$ cat config.mk
export PLATFORM = sky130hd
export DESIGN_NAME = fp_align_ctrl_flat
export DESIGN_NICKNAME = d
export VERILOG_FILES = /design/src/rtl/fp_align_ctrl_pkg.sv /design/src/rtl/fp_align_ctrl_if.sv /design/src/rtl/fp_align_ctrl_comparator.sv /design/src/rtl/fp_align_ctrl.sv /design/src/flat_wrapper.sv
export SDC_FILE = /design/constraint.sdc
export NUM_CORES = 1
export LEC_CHECK = 0
export CORE_MARGIN = 5
export CORE_UTILIZATION = 49
export CTS_BUF_LIST = sky130_fd_sc_hd__clkbuf_4 sky130_fd_sc_hd__clkbuf_8
export DETAILED_ROUTE_END_ITERATION = 10
export GPL_TIMING_DRIVEN = 0
export PLACE_DENSITY = 0.86
export SYNTH_ARGS = -nofsm -noshare
export SYNTH_HDL_FRONTEND = slang
export SYNTH_SLANG_ARGS = --single-unit
export TNS_END_PERCENT = 10
$ cat constraint.sdc
create_clock -name in_clk -period 5.96 [get_ports in_clk]
set_clock_uncertainty 0.1 [all_clocks]
set_input_delay 1.192 -clock in_clk [delete_from_list [all_inputs] [get_ports in_clk]]
set_output_delay 1.192 -clock in_clk [all_outputs]
set_load 0.02 [all_outputs]
$ cat src/rtl/fp_align_ctrl_pkg.sv
// Shared definitions for the floating-point adder front end: widths,
// comparator result codes and the alignment FSM state type.
package fp_pkg;

   localparam int FP_EXP_W = 8;
   localparam int FP_MAN_W = 23;

   localparam logic [1:0] EQUAL = 2'b00;
   localparam logic [1:0] SMALL = 2'b01;
   localparam logic [1:0] GREAT = 2'b10;
   localparam logic [1:0] ERROR = 2'b11;

   typedef enum logic [1:0] {
      IDLE  = 2'b00,
      ALIGN = 2'b01,
      DONE  = 2'b10
   } align_state_t;

endpackage

$ cat src/rtl/fp_align_ctrl_if.sv
// Operand/result bundle of the exponent-alignment controller.
interface fp_align_ctrl_if
   import fp_pkg::*;
#(
   parameter int EXP_W = FP_EXP_W,
   parameter int MAN_W = FP_MAN_W
);
   localparam int M = MAN_W + 1;

   logic             in_start;
   logic [EXP_W-1:0] in_exp_A;
   logic [EXP_W-1:0] in_exp_B;
   logic [M-1:0]     in_man_A;
   logic [M-1:0]     in_man_B;
   logic             out_busy;
   logic             out_done;
   logic [EXP_W-1:0] out_exp;
   logic [M-1:0]     out_man_A;
   logic [M-1:0]     out_man_B;
   logic             out_sticky;
   logic [1:0]       out_order;

   modport master (
      output in_start, in_exp_A, in_exp_B, in_man_A, in_man_B,
      input  out_busy, out_done, out_exp, out_man_A, out_man_B, out_sticky, out_order
   );

   modport slave (
      input  in_start, in_exp_A, in_exp_B, in_man_A, in_man_B,
      output out_busy, out_done, out_exp, out_man_A, out_man_B, out_sticky, out_order
   );

endinterface

$ cat src/rtl/fp_align_ctrl_comparator.sv
// Unsigned magnitude comparator: 00 equal, 01 a<b, 10 a>b.
module comparator
   import fp_pkg::*;
#(
   parameter int SIZE = FP_EXP_W
) (
   input  logic [SIZE-1:0] a,
   input  logic [SIZE-1:0] b,
   output logic [1:0]      code
);

   always_comb begin
      code = EQUAL;
      if (a > b)
         code = GREAT;
      else if (a < b)
         code = SMALL;
   end

endmodule

$ cat src/rtl/fp_align_ctrl.sv
// Exponent-alignment controller: shifts the smaller operand's mantissa right
// one bit per cycle until both exponents match, collecting a sticky bit.
module fp_align_ctrl
   import fp_pkg::*;
#(
   parameter int EXP_W = FP_EXP_W,
   parameter int MAN_W = FP_MAN_W
) (
   input  logic          in_clk,
   input  logic          in_rst_n,
   fp_align_ctrl_if.slave bus
);

   localparam int M = MAN_W + 1;

   align_state_t     state_reg;
   logic [EXP_W-1:0] exp_a_reg;
   logic [EXP_W-1:0] exp_b_reg;
   logic [M-1:0]     man_a_reg;
   logic [M-1:0]     man_b_reg;
   logic             sticky_reg;
   logic [1:0]       order_reg;
   logic             first_reg;
   logic             busy_reg;
   logic             done_reg;
   logic [1:0]       cmp_code;
   logic [1:0]       code_eff;

   comparator #(.SIZE(EXP_W)) u_cmp (
      .a    (exp_a_reg),
      .b    (exp_b_reg),
      .code (cmp_code)
   );

   // The comparator never produces ERROR; folding it onto EQUAL guarantees termination.
   assign code_eff = (cmp_code == ERROR) ? EQUAL : cmp_code;

   always_ff @(posedge in_clk or negedge in_rst_n) begin
      if (!in_rst_n) begin
         state_reg  <= IDLE;
         exp_a_reg  <= '0;
         exp_b_reg  <= '0;
         man_a_reg  <= '0;
         man_b_reg  <= '0;
         sticky_reg <= 1'b0;
         order_reg  <= 2'b00;
         first_reg  <= 1'b0;
         busy_reg   <= 1'b0;
         done_reg   <= 1'b0;
      end else begin
         case (state_reg)
            IDLE: begin
               if (bus.in_start) begin
                  exp_a_reg  <= bus.in_exp_A;
                  exp_b_reg  <= bus.in_exp_B;
                  man_a_reg  <= bus.in_man_A;
                  man_b_reg  <= bus.in_man_B;
                  sticky_reg <= 1'b0;
                  first_reg  <= 1'b1;
                  busy_reg   <= 1'b1;
                  state_reg  <= ALIGN;
               end
            end
            ALIGN: begin
               if (first_reg) begin
                  order_reg <= code_eff;
                  first_reg <= 1'b0;
               end
               case (code_eff)
                  SMALL: begin
                     // Once the mantissa is empty, further shifts change nothing: jump the exponent.
                     if (man_a_reg == '0) begin
                        exp_a_reg <= exp_b_reg;
                     end else begin
                        man_a_reg  <= man_a_reg >> 1;
                        sticky_reg <= sticky_reg | man_a_reg[0];
                        exp_a_reg  <= exp_a_reg + 1'b1;
                     end
                  end
                  GREAT: begin
                     if (man_b_reg == '0) begin
                        exp_b_reg <= exp_a_reg;
                     end else begin
                        man_b_reg  <= man_b_reg >> 1;
                        sticky_reg <= sticky_reg | man_b_reg[0];
                        exp_b_reg  <= exp_b_reg + 1'b1;
                     end
                  end
                  default: begin
                     done_reg  <= 1'b1;
                     state_reg <= DONE;
                  end
               endcase
            end
            DONE: begin
               done_reg  <= 1'b0;
               busy_reg  <= 1'b0;
               state_reg <= IDLE;
            end
            default: state_reg <= IDLE;
         endcase
      end
   end

   assign bus.out_busy   = busy_reg;
   assign bus.out_done   = done_reg;
   assign bus.out_exp    = exp_a_reg;
   assign bus.out_man_A  = man_a_reg;
   assign bus.out_man_B  = man_b_reg;
   assign bus.out_sticky = sticky_reg;
   assign bus.out_order  = order_reg;

endmodule
$ cat src/flat_wrapper.sv
// flat-port wrapper written by rule: the top's interface ports become plain ports
module fp_align_ctrl_flat import fp_pkg::*;
#(
   parameter int EXP_W = FP_EXP_W,
   parameter int MAN_W = FP_MAN_W
)
  (in_clk, in_rst_n, bus_in_start, bus_in_exp_A, bus_in_exp_B, bus_in_man_A, bus_in_man_B, bus_out_busy, bus_out_done, bus_out_exp, bus_out_man_A, bus_out_man_B, bus_out_sticky, bus_out_order);
  fp_align_ctrl_if #(.EXP_W(EXP_W), .MAN_W(MAN_W)) bus_i ();
  input  logic in_clk;
  input  logic in_rst_n;
  input wire logic [$bits(bus_i.in_start)-1:0] bus_in_start;
  input wire logic [$bits(bus_i.in_exp_A)-1:0] bus_in_exp_A;
  input wire logic [$bits(bus_i.in_exp_B)-1:0] bus_in_exp_B;
  input wire logic [$bits(bus_i.in_man_A)-1:0] bus_in_man_A;
  input wire logic [$bits(bus_i.in_man_B)-1:0] bus_in_man_B;
  output wire logic [$bits(bus_i.out_busy)-1:0] bus_out_busy;
  output wire logic [$bits(bus_i.out_done)-1:0] bus_out_done;
  output wire logic [$bits(bus_i.out_exp)-1:0] bus_out_exp;
  output wire logic [$bits(bus_i.out_man_A)-1:0] bus_out_man_A;
  output wire logic [$bits(bus_i.out_man_B)-1:0] bus_out_man_B;
  output wire logic [$bits(bus_i.out_sticky)-1:0] bus_out_sticky;
  output wire logic [$bits(bus_i.out_order)-1:0] bus_out_order;
  assign bus_i.in_start = bus_in_start;
  assign bus_i.in_exp_A = bus_in_exp_A;
  assign bus_i.in_exp_B = bus_in_exp_B;
  assign bus_i.in_man_A = bus_in_man_A;
  assign bus_i.in_man_B = bus_in_man_B;
  assign bus_out_busy = bus_i.out_busy;
  assign bus_out_done = bus_i.out_done;
  assign bus_out_exp = bus_i.out_exp;
  assign bus_out_man_A = bus_i.out_man_A;
  assign bus_out_man_B = bus_i.out_man_B;
  assign bus_out_sticky = bus_i.out_sticky;
  assign bus_out_order = bus_i.out_order;
  fp_align_ctrl #(.EXP_W(EXP_W), .MAN_W(MAN_W)) u_core (.in_clk(in_clk), .in_rst_n(in_rst_n), .bus(bus_i));
endmodule
==> metrics.txt <==
run status finished clean; commonest non-fill, non-tap cells in the layout nand2_1, clkdlybuf4s50_1, dfrtp_1, mux2_2, clkbuf_1; register area 0.00180 sq mm; IO Port Bufs 127; largest net degree at the start of global routing 73; IO Pins 128; Setup Fix Bufs, Post-CTS 0; routed length per instance 16.8 microns; gpl congestion 0.898; Die X-Extent 102 microns; Mapped Nets 527; global-route wire length before repair 19.4 mm; CP endpoint kind flop; crit-path cells clkdlybuf4s50_1, and3_1, buf_2, a31o_2, clkbuf_1, o211ai_1, o21a_1; multi-input logic area 0.00222 sq mm; CP Class in2reg; CTS Buf Count 9; CTS resizes 0; Synth Register Bits 72; Unique masters post-synth 43; vias in the first global route 3,991; PwrDens 632 mW/mm^2; Initial Util 0.505; commonest non-fill, non-tap cell in the layout nand2_1; post-synth top area cell dfrtp_1; Final ANT Viol Nets 0; Reg clk slew, reported paths 90 ps; Ant. Diodes 0; Synth Cell Area 0.00417 sq mm; dominant cells by area after synthesis dfrtp_1, nand2_1, mux2_2, mux2_4, mux2i_1; hold_buf cts 0; nature of the critical path startpoint primary input; Initial DRC Count 126; Die Y-Extent 102 microns; Final period util 0.491; register area share after synthesis 0.432; TritonCTS clock tree yes; Clock Latency Late Sink 350 ps; Ys Warns 0; via count 3,783; Vias/cell 5.42; Rows 33; CP max stage cell clkdlybuf4s50_1; Core Area 0.00826 sq mm; initial antenna violation count 0; Post-synth EDFFs 0; layout cell share with drive strength beyond 1 0.145; All-Layer GR Usage 0.235; Hold Path Stages 1; setup TNS 0 ps; leak pwr 2.60 nW; Syn Inst Count 450; RR Startpoint u_core.bus.out_exp[5]$_DFFE_PN0P_; Pre-antenna DRT Iters 4; fillers 647; Sink Count 72; Synth async-reset ratio 1.00; Critical R2R Capture u_core.bus.out_man_B[2]$_DFFE_PN0P_; Hold Startpoint u_core.state_reg[1]$_DFFE_PN0P_; Fin. Hold Viols 0; Layout area overhead 38.5%; Clock H-tree levels 3; critical path startpoint bus_in_start; largest stage delay on the critical path 530 ps; Critical Path AT 3070 ps; Max Fclk 342 MHz; clock root buffer clkbuf_8; Die Area 0.0105 sq mm; Final WS setup 3030 ps; fin. max-slew vios 0; top cell type's share of synthesized area 0.432; WHS Endpoint u_core.bus.out_busy$_DFFE_PN0P_; Post-Syn Area per Cell 9.27 sq um; number of violations of the max-capacitance limit 0; grt ovf 0; cell count of the worst reg-to-reg path 8; crit path time final 2930 ps; prevailing post-synth register cell dfrtp_1; reg2reg setup slack 3170 ps; Least-Margin Pin Slew 907 ps; Layout Utilization 0.699; Final HPWL DP 8.84 mm; required time of the critical path 6110 ps; Nets 665; relative slew slack 0.396; Max Buffers Root-to-Sink 2; WL final 11.7 mm; pre-CTS WS 2710 ps; Final setup violation count 0; class of the tightest hold or removal check reg2reg; DRC errors left 0; RSZ-0062 raised after global routing no; Max FO, Critical Path 10; peak supply drop 0.338 mV
## cell type report
| class | count | area share |
|---|---|---|
| Clock buffer | 10 | 0.0238 |
| Clock inverter | 6 | 0.0115 |
| Inverter | 12 | 0.00780 |
| Sequential cell | 72 | 0.312 |
| Buffer | 21 | 0.0180 |
| Timing Repair Buffer | 127 | 0.220 |
| Multi-Input combinational cell | 345 | 0.384 |
| Tap cell | 105 | 0.0228 |
## cell families after synthesis
| logic type | synth area share |
|---|---|
| DFF | 0.432 |
| muxes | 0.189 |
| xor gates and xnor gates | 0.0252 |
| adders and majority gates | 0.0300 |
| and+or+nand+nor | 0.214 |
| AOI/OAI and AO/OA | 0.0741 |
| buffers and inverters | 0.0357 |
## critical path: cells and delay by family
family | cells | cell delay [ps]
simple gates | 1 | 170
buf+inv | 3 | 1180
compound gates | 3 | 520
## metrics by stage
stage	cells	hold WS (ps)	area [sq um]	total power, mW
floorplan	450	345	4170	2.50
global placement	682	364	5570	3.17
detailed placement	682	387	5570	3.26
CTS	698	400	5770	3.67
global route	698	430	5770	3.92
finish	698	395	5770	3.65
## synth_stat cells (2+ instances only)
cell type	instances
nand3_1	7
a211oi_1	2
a21oi_1	7
inv_1	12
and2_1	2
mux2_4	10
mux2_2	43
dfrtp_1	72
a31oi_1	7
clkbuf_1	14
buf_4	2
buf_6	2
buf_2	2
and3_1	5
mux2_1	2
nor2_1	12
o21a_1	3
a22oi_1	2
nand4_1	4
nor3_1	4
nor2_4	2
o211ai_1	4
nand2_1	157
ha_1	10
a21oi_4	2
nor4_1	12
o21ai_0	9
nor2_2	2
mux2i_1	13
a21o_1	2
xor2_1	3
xnor2_1	9
## report_power, final
part / leakage, nW / internal [mW] / switching, mW / total [mW]
clock network: 0.0949 / 0.205 / 0.196 / 0.402
logic: 1.61 / 1.17 / 1.10 / 2.27
registers: 0.891 / 0.724 / 0.256 / 0.980
total: 2.60 / 2.10 / 1.55 / 3.65
## worst max-delay path by stage
stage | end | slack (ps)
after floorplan | u_core.bus.out_man_B[0]$_DFFE_PN0P_ | 3480
after global placement | u_core.bus.out_exp[6]$_DFFE_PN0P_ | 1160
after detailed placement | u_core.bus.out_exp[6]$_DFFE_PN0P_ | 2710
after CTS | u_core.bus.out_exp[6]$_DFFE_PN0P_ | 3040
after global routing | u_core.bus.out_man_B[1]$_DFFE_PN0P_ | 2920
final | u_core.bus.out_exp[6]$_DFFE_PN0P_ | 3030
## metal layers
metal / share of wire / vias to the layer above / wire length, microns / GRT usage
met2: 0.50 / 124 / 5920 / 0.400
met4: 0.014 / 0 / 163 / 0.0686
met3: 0.067 / 15 / 789 / 0.0478
met5: 0 / - / 0 / 0
li1: - / 1808 / - / -
met1: 0.41 / 1836 / 4860 / 0.304
(Power assumes the default switching activity.)
